File: src/rtl/fsm_input_debouncer.sv
// Two-channel switch debouncer feeding fsm_ex1_type1: each raw level is synchronized,
// filtered by a per-channel stability FSM, and presented as a registered level plus rise strobe.

module fsm_input_debouncer_ch #(
    parameter int DEBOUNCE_CYCLES = 8,
    parameter int CNT_W           = 4
) (
    input  logic clk,
    input  logic rst_n,
    input  logic raw_i,
    output logic level_o,
    output logic rise_o
);

    typedef enum logic [1:0] {
        S_LO     = 2'b00,
        S_LO_CHK = 2'b01,
        S_HI     = 2'b11,
        S_HI_CHK = 2'b10
    } state_e;

    localparam logic [CNT_W-1:0] CNT_ZERO = {CNT_W{1'b0}};
    localparam logic [CNT_W-1:0] CNT_ONE  = CNT_W'(1);
    localparam logic [CNT_W-1:0] CNT_LAST = CNT_W'(DEBOUNCE_CYCLES - 1);

    logic             sync1_q;
    logic             sync2_q;
    state_e           state_q;
    state_e           state_d;
    logic [CNT_W-1:0] cnt_q;
    logic [CNT_W-1:0] cnt_d;
    logic             level_q;
    logic             level_d;
    logic             rise_q;
    logic             rise_d;

    // Two-flop synchronizer; only sync2_q is allowed to reach the FSM.
    always_ff @(posedge clk or negedge rst_n) begin
        if (!rst_n) begin
            sync1_q <= 1'b0;
            sync2_q <= 1'b0;
        end else begin
            sync1_q <= raw_i;
            sync2_q <= sync1_q;
        end
    end

    // State, counter and registered outputs advance together on one edge.
    always_ff @(posedge clk or negedge rst_n) begin
        if (!rst_n) begin
            state_q <= S_LO;
            cnt_q   <= CNT_ZERO;
            level_q <= 1'b0;
            rise_q  <= 1'b0;
        end else begin
            state_q <= state_d;
            cnt_q   <= cnt_d;
            level_q <= level_d;
            rise_q  <= rise_d;
        end
    end

    // Next-state: any disagreement inside a CHK state falls back to the stable state.
    always_comb begin
        state_d = S_LO;
        cnt_d   = CNT_ZERO;
        case (state_q)
            S_LO: begin
                if (sync2_q) begin
                    state_d = S_LO_CHK;
                    cnt_d   = CNT_ONE;
                end else begin
                    state_d = S_LO;
                    cnt_d   = CNT_ZERO;
                end
            end
            S_LO_CHK: begin
                if (!sync2_q) begin
                    state_d = S_LO;
                    cnt_d   = CNT_ZERO;
                end else if (cnt_q == CNT_LAST) begin
                    state_d = S_HI;
                    cnt_d   = CNT_ZERO;
                end else begin
                    state_d = S_LO_CHK;
                    cnt_d   = cnt_q + CNT_ONE;
                end
            end
            S_HI: begin
                if (!sync2_q) begin
                    state_d = S_HI_CHK;
                    cnt_d   = CNT_ONE;
                end else begin
                    state_d = S_HI;
                    cnt_d   = CNT_ZERO;
                end
            end
            S_HI_CHK: begin
                if (sync2_q) begin
                    state_d = S_HI;
                    cnt_d   = CNT_ZERO;
                end else if (cnt_q == CNT_LAST) begin
                    state_d = S_LO;
                    cnt_d   = CNT_ZERO;
                end else begin
                    state_d = S_HI_CHK;
                    cnt_d   = cnt_q + CNT_ONE;
                end
            end
            default: begin
                state_d = S_LO;
                cnt_d   = CNT_ZERO;
            end
        endcase
    end

    // Output decode from the upcoming state so level/rise register on the transition edge.
    always_comb begin
        level_d = 1'b0;
        rise_d  = 1'b0;
        case (state_d)
            S_HI, S_HI_CHK: level_d = 1'b1;
            default:        level_d = 1'b0;
        endcase
        if ((state_q == S_LO_CHK) && (state_d == S_HI)) begin
            rise_d = 1'b1;
        end else begin
            rise_d = 1'b0;
        end
    end

    assign level_o = level_q;
    assign rise_o  = rise_q;

endmodule

module fsm_input_debouncer #(
    parameter int DEBOUNCE_CYCLES = 8,
    parameter int CNT_W           = 4
) (
    input  logic clk,
    input  logic reset,
    input  logic a_raw,
    input  logic b_raw,
    output logic a,
    output logic b,
    output logic a_rise,
    output logic b_rise
);

    fsm_input_debouncer_ch #(
        .DEBOUNCE_CYCLES (DEBOUNCE_CYCLES),
        .CNT_W           (CNT_W)
    ) u_ch_a (
        .clk     (clk),
        .rst_n   (reset),
        .raw_i   (a_raw),
        .level_o (a),
        .rise_o  (a_rise)
    );

    fsm_input_debouncer_ch #(
        .DEBOUNCE_CYCLES (DEBOUNCE_CYCLES),
        .CNT_W           (CNT_W)
    ) u_ch_b (
        .clk     (clk),
        .rst_n   (reset),
        .raw_i   (b_raw),
        .level_o (b),
        .rise_o  (b_rise)
    );

endmodule
File: config.mk
export PLATFORM = sky130hd
export DESIGN_NAME = fsm_input_debouncer
export DESIGN_NICKNAME = d
export VERILOG_FILES = /design/src/rtl/fsm_input_debouncer.sv
export SDC_FILE = /design/constraint.sdc
export NUM_CORES = 1
export LEC_CHECK = 0
export ABC_AREA = 1
export BUFFER_PORTS_ARGS = -buffer_cell sky130_fd_sc_hd__clkbuf_2
export CAP_MARGIN = 25
export CORE_AREA = 4 4 44 46
export CTS_CLUSTER_SIZE = 12
export DETAILED_ROUTE_END_ITERATION = 10
export DIE_AREA = 0 0 48 50
export PLACE_DENSITY = 0.73
export SYNTH_ARGS = -nofsm -noshare
export SYNTH_HDL_FRONTEND = slang
export SYNTH_SLANG_ARGS = --single-unit
File: constraint.sdc
create_clock -name clk -period 2.7 [get_ports clk]
set_input_delay 0.135 -clock clk [delete_from_list [all_inputs] [get_ports clk]]
set_output_delay 0.135 -clock clk [all_outputs]
set_load 0.05 [all_outputs]
Yosys cells after proc, flatten, opt, wreduce, memory -nomap -nowiden
Index checks and enable logic that the tools add are counted.
{ "totals": {"reg_bits": 20, "output_inout_bits": 4} }
{ "op_classes": {"n_reduce_logical": 6, "muxes": 30, "add_sub_neg": 2, "n_eq_ne": 12} }
{ "op_table": {"columns": ["cell", "n"], "rows": [
  ["$pmux W4 S4", 2],
  ["$mux W4", 6],
  ["$eq A2 B2 Y1 const B", 8],
  ["$mux W2", 8],
  ["$pmux W2 S4", 2],
  ["$mux W1", 12],
  ["$add A4 B1 Y4 const B", 2],
  ["$eq A4 B3 Y1 const B", 2],
  ["$eq A2 B1 Y1 const B", 2],
  ["$logic_not A2 Y1", 2],
  ["$reduce_or A2 Y1", 2],
  ["$logic_and A1 B1 Y1", 2]
]} }

Longest topological paths before layout
Gate-level depths: netlist (run 1).
{ "depth": {"word_depth": 7, "ltp_mapped": 6, "depth_no_buf": 6} }

Hierarchy
Synthesis (run 1) repeated with hierarchy kept, for this count alone.
{ "unflattened": {"hier_cells": 88, "area_unflattened_um2": 765.7} }
{ "by_module_without_submodules": {"columns": ["module", "instances", "cells_per_inst", "area_each_um2", "seq_area_each_um2"], "rows": [
  ["fsm_input_debouncer_ch", 2, 44, 382.9, 225.2]
]} }

Worst setup path after synthesis (run 1)
OpenSTA, ideal clock, no wires.
{ "synth_path": {"kind": "register to register", "startpoint": "register u_ch_b.cnt_q[0]", "endpoint": "register u_ch_b.level_q (netlist: u_ch_b.level_o)", "t_arrival_ps": 906, "stages_incl_launch_ff": 5, "path_buffers": 0, "setup_slack_ps": 1668, "cell_sequence": "dfrtp_1 -> ha_1 -> nand3_4 -> o21ai_1 -> o21ai_1"} }
{ "synth_between": {"elab_chain_len": 7, "word_cells_on_any_way": 10, "cone_classes": "3 x eq/ne; 6 x mux; 1 x reduce/logical"} }
{ "synth_lines": {"columns": ["element", "line_no", "source"], "rows": [
  ["start: declaration", "30", "logic [CNT_W-1:0] cnt_q;"],
  ["start signal: assignment", "57", "cnt_q <= cnt_d;"],
  ["$eq A4 B3 Y1 (*)", "81, 102", null],
  ["$mux W2, on equally long branches", "102, 81", null],
  ["$mux W2, on equally long branches", "99, 78", null],
  ["$pmux W2 S4 (*)", "67", "case (state_q)"],
  ["$eq A2 B2 Y1", "121", "case (state_d)"],
  ["$reduce_or A2 Y1 (*)", "121", null],
  ["$mux W1 (*)", "121", null],
  ["via u_ch_b.level_d", "33", "logic level_d;"],
  ["end signal: assignment", "58", "level_q <= level_d;"],
  ["end: declaration", "32", "logic level_q;"]
]} }
The timed path passes the listed nets; every way through them passes the cells marked *.

Worst setup path in the final report (run 1)
Ends and elaborated chain as after synthesis.

==> metrics.cfg, run 1 <==
[global_routing]
grt_pass1_wl_mm = 2.456
globalRoute.totalOverflow = 0
initial_antenna_violation_count = 0
groute.usage.overall_pct = 14.40
grt_max_degree = 21
first_global_vias = 589

[pwr]
power.density_nw_per_um2 = 535.3
switching_share_pct = 22.61
vdd_drop_max_mv = 0.3175
netSwitchingPower_uw = 118.1
total_leakage_power_nw = 0.4988
power.clock.fraction_pct = 32.5
power.share.sequential_pct = 60.8
comb_power_share_pct = 6.7
p_int_uw = 404.3

[route]
drt-total-wl_mm = 1.351
vias_per_cell = 5.000
detailroute.via_count = 585
drt.antenna.violating_nets = 0
drc = 0
post_drt_wl_per_cell_um = 11.55
drt_first_iter_violations = 9
drt_pre_antenna_iters = 4

[timing]
clock.fmax_mhz = 882.3
fin_crit_sh_pct = 41.98
setup_repair_after_global_routing_missed_its_margin = false
hold_viol = 0
period_needed_ns = 1.133
setup_tns_ns = 0
setup_violations = 0
tightest_slew_ns = 0.4728
max-slew-margin-rel_pct = 68.48
slew_viol_final = 0
timing.clock.skew_ns = 0.0008412

[critical_path]
worst_reg2reg_startpoint = u_ch_b.cnt_q[0]
worst_setup_path_end_kind = register
critical_path_peak_fanout = 6
count_of_cells_along_the_worst_register_to_register_path = 4
setup.worst_path.start_class = register
crit_arrival_ns = 1.32
slack_of_the_worst_reg_to_reg_path_ns = 1.57
cp.required_ns = 2.89
timing_worst_setup_path_type = reg2reg
regToRegEndpoint = u_ch_b.level_o

[placement]
dp_hpwl_um = 964.2
post-place-cells = 110
buffer_ports.inserted = 7
gp_congestion = 0.8203

[flow_run]
max_capacitance_violation_total = 0

[die]
effective_utilization_at_floorplan_pct = 57.23
row_count = 14
io_pins = 8
die_height_um = 50
design.core.area_um2 = 1506
die-width_um = 48
die_area_um2 = 2400

[clock_network]
cts_max_path_buffers = 2
clock-root-buffer = sky130_fd_sc_hd__clkbuf_4
clock_latency_ns = 0.30
tritoncts.num_buffers = 3
post_cts_setup_buffers = 0
clkSlewWorstSetupHoldPaths_ns = 0.10
clock_sink_count = 20
cts-htree-levels = 1
clock_tree_from_tritoncts = done

[finish]
antenna_cells_inserted = 0
most-common-layout-cells = sky130_fd_sc_hd__dfrtp_1, sky130_fd_sc_hd__nand2_1, sky130_fd_sc_hd__inv_1, sky130_fd_sc_hd__nor2_2, sky130_fd_sc_hd__clkbuf_2
post_layout_nonfiller_instances = 117
post_route_cells_drive_above_1_share_pct = 29.70
final_common_cell = sky130_fd_sc_hd__dfrtp_1
flow.area_growth_from_synthesis_pct = 13.21
finish.utilization_pct = 64.78
fin_nets = 108

[synthesis]
synthesis.area_um2 = 862.1
yosys_warnings = 0
postSynthNetCount = 95
post_synthesis_cells = 89
yosys.cell_types.count = 18
seq_area_frac_synth_pct = 58.06
synth-seq-cells = 20
syn-mean-instance-area_um2 = 9.686

[run_status]
outcome = finished, final reports clean

[hold_path]
min_path_type = in2async

[power groups by stage]
stage                     clock network [mW]  registers, mW  logic [mW]
after floorplan                            0          0.323      0.0204
after global placement                     0          0.323      0.0313
after detailed placement                   0          0.324      0.0320
after CTS                              0.173          0.318      0.0358
after global routing                   0.188          0.320      0.0413
final                                  0.170          0.318      0.0351
[stage by stage]
step / total power, mW / worst slack (ns) / hold WS [ns] / instance area, um2
floorplan: 0.3430 / 1.668 / -0.1606 / 862.1
global placement: 0.3543 / 1.623 / 0.1125 / 909.6
detailed placement: 0.3555 / 1.599 / 0.1111 / 909.6
CTS: 0.5265 / 1.556 / 0.3320 / 975.9
global route: 0.5487 / 1.452 / 0.3484 / 975.9
finish: 0.5224 / 1.567 / 0.3094 / 975.9
[routing by layer]
layer,vias to the layer above,GRT usage (%),part of all wire [%]
li1,297,-,-
met4,0,8.072,1.8
met3,4,2.182,2.9
met5,-,0,0
met1,277,20.14,50
met2,7,20.48,45
[timing repair]
action / in CTS / in global routing
hold endpoints to repair: 22 / 0
hold buffers: 3 / 0
gates resized for setup: 0 / 0
[synthesized netlist by cell type, drive strengths merged]
| cell type | n | share of area, % |
|---|---|---|
| dfrtp | 20 | 58 |
| nand3 | 4 | 4.4 |
| nand4 | 2 | 1.5 |
| a21oi | 3 | 1.7 |
| xnor2 | 2 | 2.0 |
| o21ai | 6 | 3.5 |
| clkbuf | 2 | 0.87 |
| inv | 14 | 6.1 |
| a21boi | 1 | 0.87 |
| nand2 | 22 | 11 |
| ha | 2 | 2.9 |
| nor2 | 11 | 7.1 |
[layout make-up]
type                    count  area, um2
flip-flops and latches     20      500.5
fillers                   107      530.5
clock buffers               4      36.28
repair buffers             10      65.06
multi-input cells          53      301.5
well taps                  16      20.02
inverters                  14      52.55
[cells by family (layout without fill, tap and decap cells)]
| group | after synthesis | count (layout) | share of synthesized area, % |
|---|---|---|---|
| buffers and inverters | 16 | 28 | 6.967 |
| AOI/OAI and AO/OA | 10 | 10 | 6.095 |
| xor gates and xnor gates | 2 | 2 | 2.032 |
| DFF | 20 | 20 | 58.06 |
| and+or+nand+nor | 39 | 39 | 23.95 |
| adders and majority gates | 2 | 2 | 2.902 |
[sequential cells by signal, summed over array words and instances, names as in the netlist, 2 cells and up]
register / flops
u_ch_b.state_q: 2
u_ch_a.cnt_q: 4
u_ch_a.state_q: 2
u_ch_b.cnt_q: 4
[how the worst max path moves through the flow]
stage                              to             from  depth (start not counted)  slack [ns]
finish                 u_ch_b.level_o  u_ch_b.cnt_q[0]                          4        1.57
global route        u_ch_a.state_q[1]  u_ch_a.cnt_q[0]                          5        1.45
CTS                 u_ch_a.state_q[1]  u_ch_a.cnt_q[0]                          5        1.56
detailed placement  u_ch_a.state_q[1]  u_ch_a.cnt_q[0]                          5        1.60
global placement       u_ch_b.level_o  u_ch_b.cnt_q[0]                          4        1.62
floorplan              u_ch_b.level_o  u_ch_b.cnt_q[0]                          4        1.67
[critical path: stages, from the launching register on]
cell                      delay, ns
sky130_fd_sc_hd__dfrtp_1       0.41
sky130_fd_sc_hd__ha_1          0.25
sky130_fd_sc_hd__nand3_4       0.12
sky130_fd_sc_hd__o21ai_1       0.16
sky130_fd_sc_hd__o21ai_1       0.09
Power figures use the tool's default switching activity.
==> inputs of run 2 (changes only) <==
--- a/config.mk
+++ b/config.mk
@@ -8,11 +8,11 @@
 export ABC_AREA = 1
 export BUFFER_PORTS_ARGS = -buffer_cell sky130_fd_sc_hd__clkbuf_2
 export CAP_MARGIN = 25
-export CORE_AREA = 4 4 44 46
+export CORE_AREA = 4 4 47 49
 export CTS_CLUSTER_SIZE = 12
 export DETAILED_ROUTE_END_ITERATION = 10
-export DIE_AREA = 0 0 48 50
-export PLACE_DENSITY = 0.73
+export DIE_AREA = 0 0 51 53
+export PLACE_DENSITY = 0.67
 export SYNTH_ARGS = -nofsm -noshare
 export SYNTH_HDL_FRONTEND = slang
 export SYNTH_SLANG_ARGS = --single-unit
==> constraint.sdc (replaced) <==
create_clock -name clk -period 1 [get_ports clk]
set_input_delay 0.05 -clock clk [delete_from_list [all_inputs] [get_ports clk]]
set_output_delay 0.05 -clock clk [all_outputs]
set_load 0.05 [all_outputs]
==> run 2 against run 1 <==
  * The flow now finishes with violations (setup timing)
  * Via count grew 9.4%
  * Clock-buffer cell count is the same
  * Clock skew grew 0.00063 ns
  * Register-to-register slack lost 1.6 ns
  * Final cell count grew 19%
  * Sequential power grew to 2.7 times the previous value
  * Total power grew to 2.8 times the previous value
  * Global-route usage shrank 2.2 points
  * Sequential cell count is the same
  * Wire length grew 18%
==> metrics.cfg, run 2 (synthesis results as in run 1) <==
[die]
die-width_um = 51  ; +6.3%
effective_utilization_at_floorplan_pct = 46.30  ; -11 points
io_pins = 8  ; unchanged
die_height_um = 53  ; +6.0%
design.core.area_um2 = 1862  ; +24%
die_area_um2 = 2703  ; +13%
row_count = 16  ; +2

[global_routing]
first_global_vias = 616  ; +4.6%
grt_max_degree = 21  ; unchanged
globalRoute.totalOverflow = 0  ; unchanged
initial_antenna_violation_count = 0  ; unchanged
groute.usage.overall_pct = 12.23  ; -2.2 points
grt_pass1_wl_mm = 2.428  ; -1.1%

[route]
post_drt_wl_per_cell_um = 11.50  ; -0.44%
vias_per_cell = 4.604  ; -7.9%
drt-total-wl_mm = 1.598  ; +18%
drc = 0  ; unchanged
drt_first_iter_violations = 5  ; -4
drt.antenna.violating_nets = 0  ; unchanged
detailroute.via_count = 640  ; +9.4%
drt_pre_antenna_iters = 5  ; +1

[clock_network]
tritoncts.num_buffers = 3  ; unchanged
cts-htree-levels = 1  ; unchanged
cts_max_path_buffers = 2  ; unchanged
clock_latency_ns = 0.29  ; about the same
clock_sink_count = 20  ; unchanged
clock-root-buffer = sky130_fd_sc_hd__clkbuf_4
clock_tree_from_tritoncts = done
clkSlewWorstSetupHoldPaths_ns = 0.12  ; +0.02 ns

[pwr]
power.density_nw_per_um2 = 1270  ; +140%
power.clock.fraction_pct = 32.2  ; -0.3 points
total_leakage_power_nw = 0.5665  ; +14%
p_int_mw = 1.119  ; +180%
vdd_drop_max_mv = 0.8557  ; +170%
power.share.sequential_pct = 58.6  ; -2.2 points
comb_power_share_pct = 9.3  ; +2.6 points
switching_share_pct = 23.95  ; +1.3 points
netSwitchingPower_uw = 352.4  ; +200%

[finish]
fin_nets = 119  ; +10%
layout_top_registers = u_ch_a.cnt_q: 4 flops, u_ch_b.cnt_q: 4 flops
final_common_cell = sky130_fd_sc_hd__dfrtp_1
antenna_cells_inserted = 0  ; unchanged
post-route-cell-area_um2 = 1159  ; +19%
layout.filler_cells = 161  ; +50%
post_layout_nonfiller_instances = 139  ; +19%
flow.area_growth_from_synthesis_pct = 34.40
post_route_cells_drive_above_1_share_pct = 50.00  ; +20 points
most-common-layout-cells = sky130_fd_sc_hd__dfrtp_1, sky130_fd_sc_hd__nand2_1, sky130_fd_sc_hd__buf_4, sky130_fd_sc_hd__inv_1, sky130_fd_sc_hd__nor2_2

[timing]
tightest_slew_ns = 0.4820  ; +0.009206 ns
hold_viol = 0  ; unchanged
max-slew-margin-rel_pct = 67.87  ; -0.61 points
setup_violations = 5  ; +5
slew_viol_final = 0  ; unchanged
clock.fmax_mhz = 943.0  ; +6.9%
hold_ws_ns = 0.2300  ; -0.07938 ns
postLayoutSetupSlackWorst_ns = -0.06039  ; -1.627 ns
period_needed_ns = 1.060  ; -0.07303 ns
timing.clock.skew_ns = 0.001468  ; +0.0006271 ns
setup_repair_after_global_routing_missed_its_margin = true
fin_crit_sh_pct = 106.0  ; +64 points

[critical_path]
crit_path_max_incr_delay_ns = 0.42  ; about the same
worst_path_most_repeated_cell = sky130_fd_sc_hd__nand2_1
timing.critical_path.slowest_stage_cell = sky130_fd_sc_hd__dfrtp_1
worst_setup_path_end_kind = register
setup.worst_path.start_class = register
crit_arrival_ns = 1.26  ; -0.06 ns
cp_cell_sequence = ha_4 > nand3_4 > nand2_2 > nand2_1 > nand2_1 > nand2_1
critical_path_peak_fanout = 5  ; -1
timing_worst_setup_path_type = reg2reg
cp.required_ns = 1.20  ; -1.69 ns

[run_status]
violations = setup timing
outcome = finished, violations left

[placement]
buffer_ports.inserted = 7  ; unchanged
dp_hpwl_um = 976.7  ; +1.3%
post-place-cells = 124  ; +13%
postPlaceCellArea_um2 = 958.4  ; +5.4%
gp_congestion = 0.7839  ; -4.4%
place_worst_setup_slack_ns = -0.06146  ; -1.660 ns

[hold_path]
min_path_type = in2async

[flow_run]
max_capacitance_violation_total = 0  ; unchanged

-- run 2: cell count changes in the layout (fill, tap and decap cells not counted), sizes merged --
cell	previous run	this run
buf	0	12
clkbuf	11	10
-- run 2: stage by stage --
stage	power (mW)	TNS, ns	util (%)
3_3_place_gp	0.9718	-0.02608	51.48
2_1_floorplan	0.9303	0	-
6_report	1.471	-0.2249	62.23
3_5_place_dp	0.9750	-0.1752	51.48
4_1_cts	1.456	-0.1293	57.12
5_1_grt	1.527	-0.6501	62.23
-- run 2: cell type report --
cell class / instances / area, um2 / share of cell area, %
Clock buffer: 4 / 36.28 / 3.132
Inverter: 14 / 52.55 / 4.536
Multi-Input combinational cell: 53 / 381.6 / 32.94
Sequential cell: 20 / 503.0 / 43.41
Tap cell: 27 / 33.78 / 2.916
Timing Repair Buffer: 21 / 151.4 / 13.07
-- run 2: repair_timing --
item                       4_1_cts  5_1_grt
resized for setup                3       18
setup buffers                    4        4
hold endpoints to repair        22        0
hold buffers                     3        0
pin swaps                        4        8
setup endpoints to repair        6       12
-- run 2: routing by layer --
metal  track usage [%]  vias up  wire [um]
met5                 0        -          0
met4             5.381        0          7
met3             2.817        2         56
met2             21.03        9        844
met1             14.54      310        690
li1                  -      319          -
-- run 2: path summary, 6_finish.rpt --
path,from,to,cells past startpoint,slack [ns]
worst min register to register,u_ch_a.sync1_q,u_ch_a.sync2_q,0,0.36
max in group asynchronous,reset,u_ch_b.state_q[1],2,0.42
min in group clk,u_ch_a.sync1_q,u_ch_a.sync2_q,0,0.36
worst max-delay path,u_ch_b.cnt_q[0],u_ch_b.cnt_q[0],6,-0.06
worst max register to register,u_ch_b.cnt_q[0],u_ch_b.cnt_q[0],6,-0.06
worst min-delay path,reset,u_ch_a.cnt_q[2],2,0.23
-- run 2: power by group through the flow --
stage / Clock (mW) / Combinational, mW / Sequential (mW)
global route: 0.507 / 0.155 / 0.865
CTS: 0.479 / 0.121 / 0.856
detailed placement: 0 / 0.103 / 0.872
floorplan: 0 / 0.0569 / 0.873
finish: 0.473 / 0.136 / 0.862
global placement: 0 / 0.101 / 0.871
-- run 2: worst max-delay path, delay by kind of cell (launching register included) --
family                   cells  cell delay (ns)
AND/OR/NAND/NOR              5             0.37
adder cells (fa/ha/maj)      1             0.17
flip-flops                   1             0.42
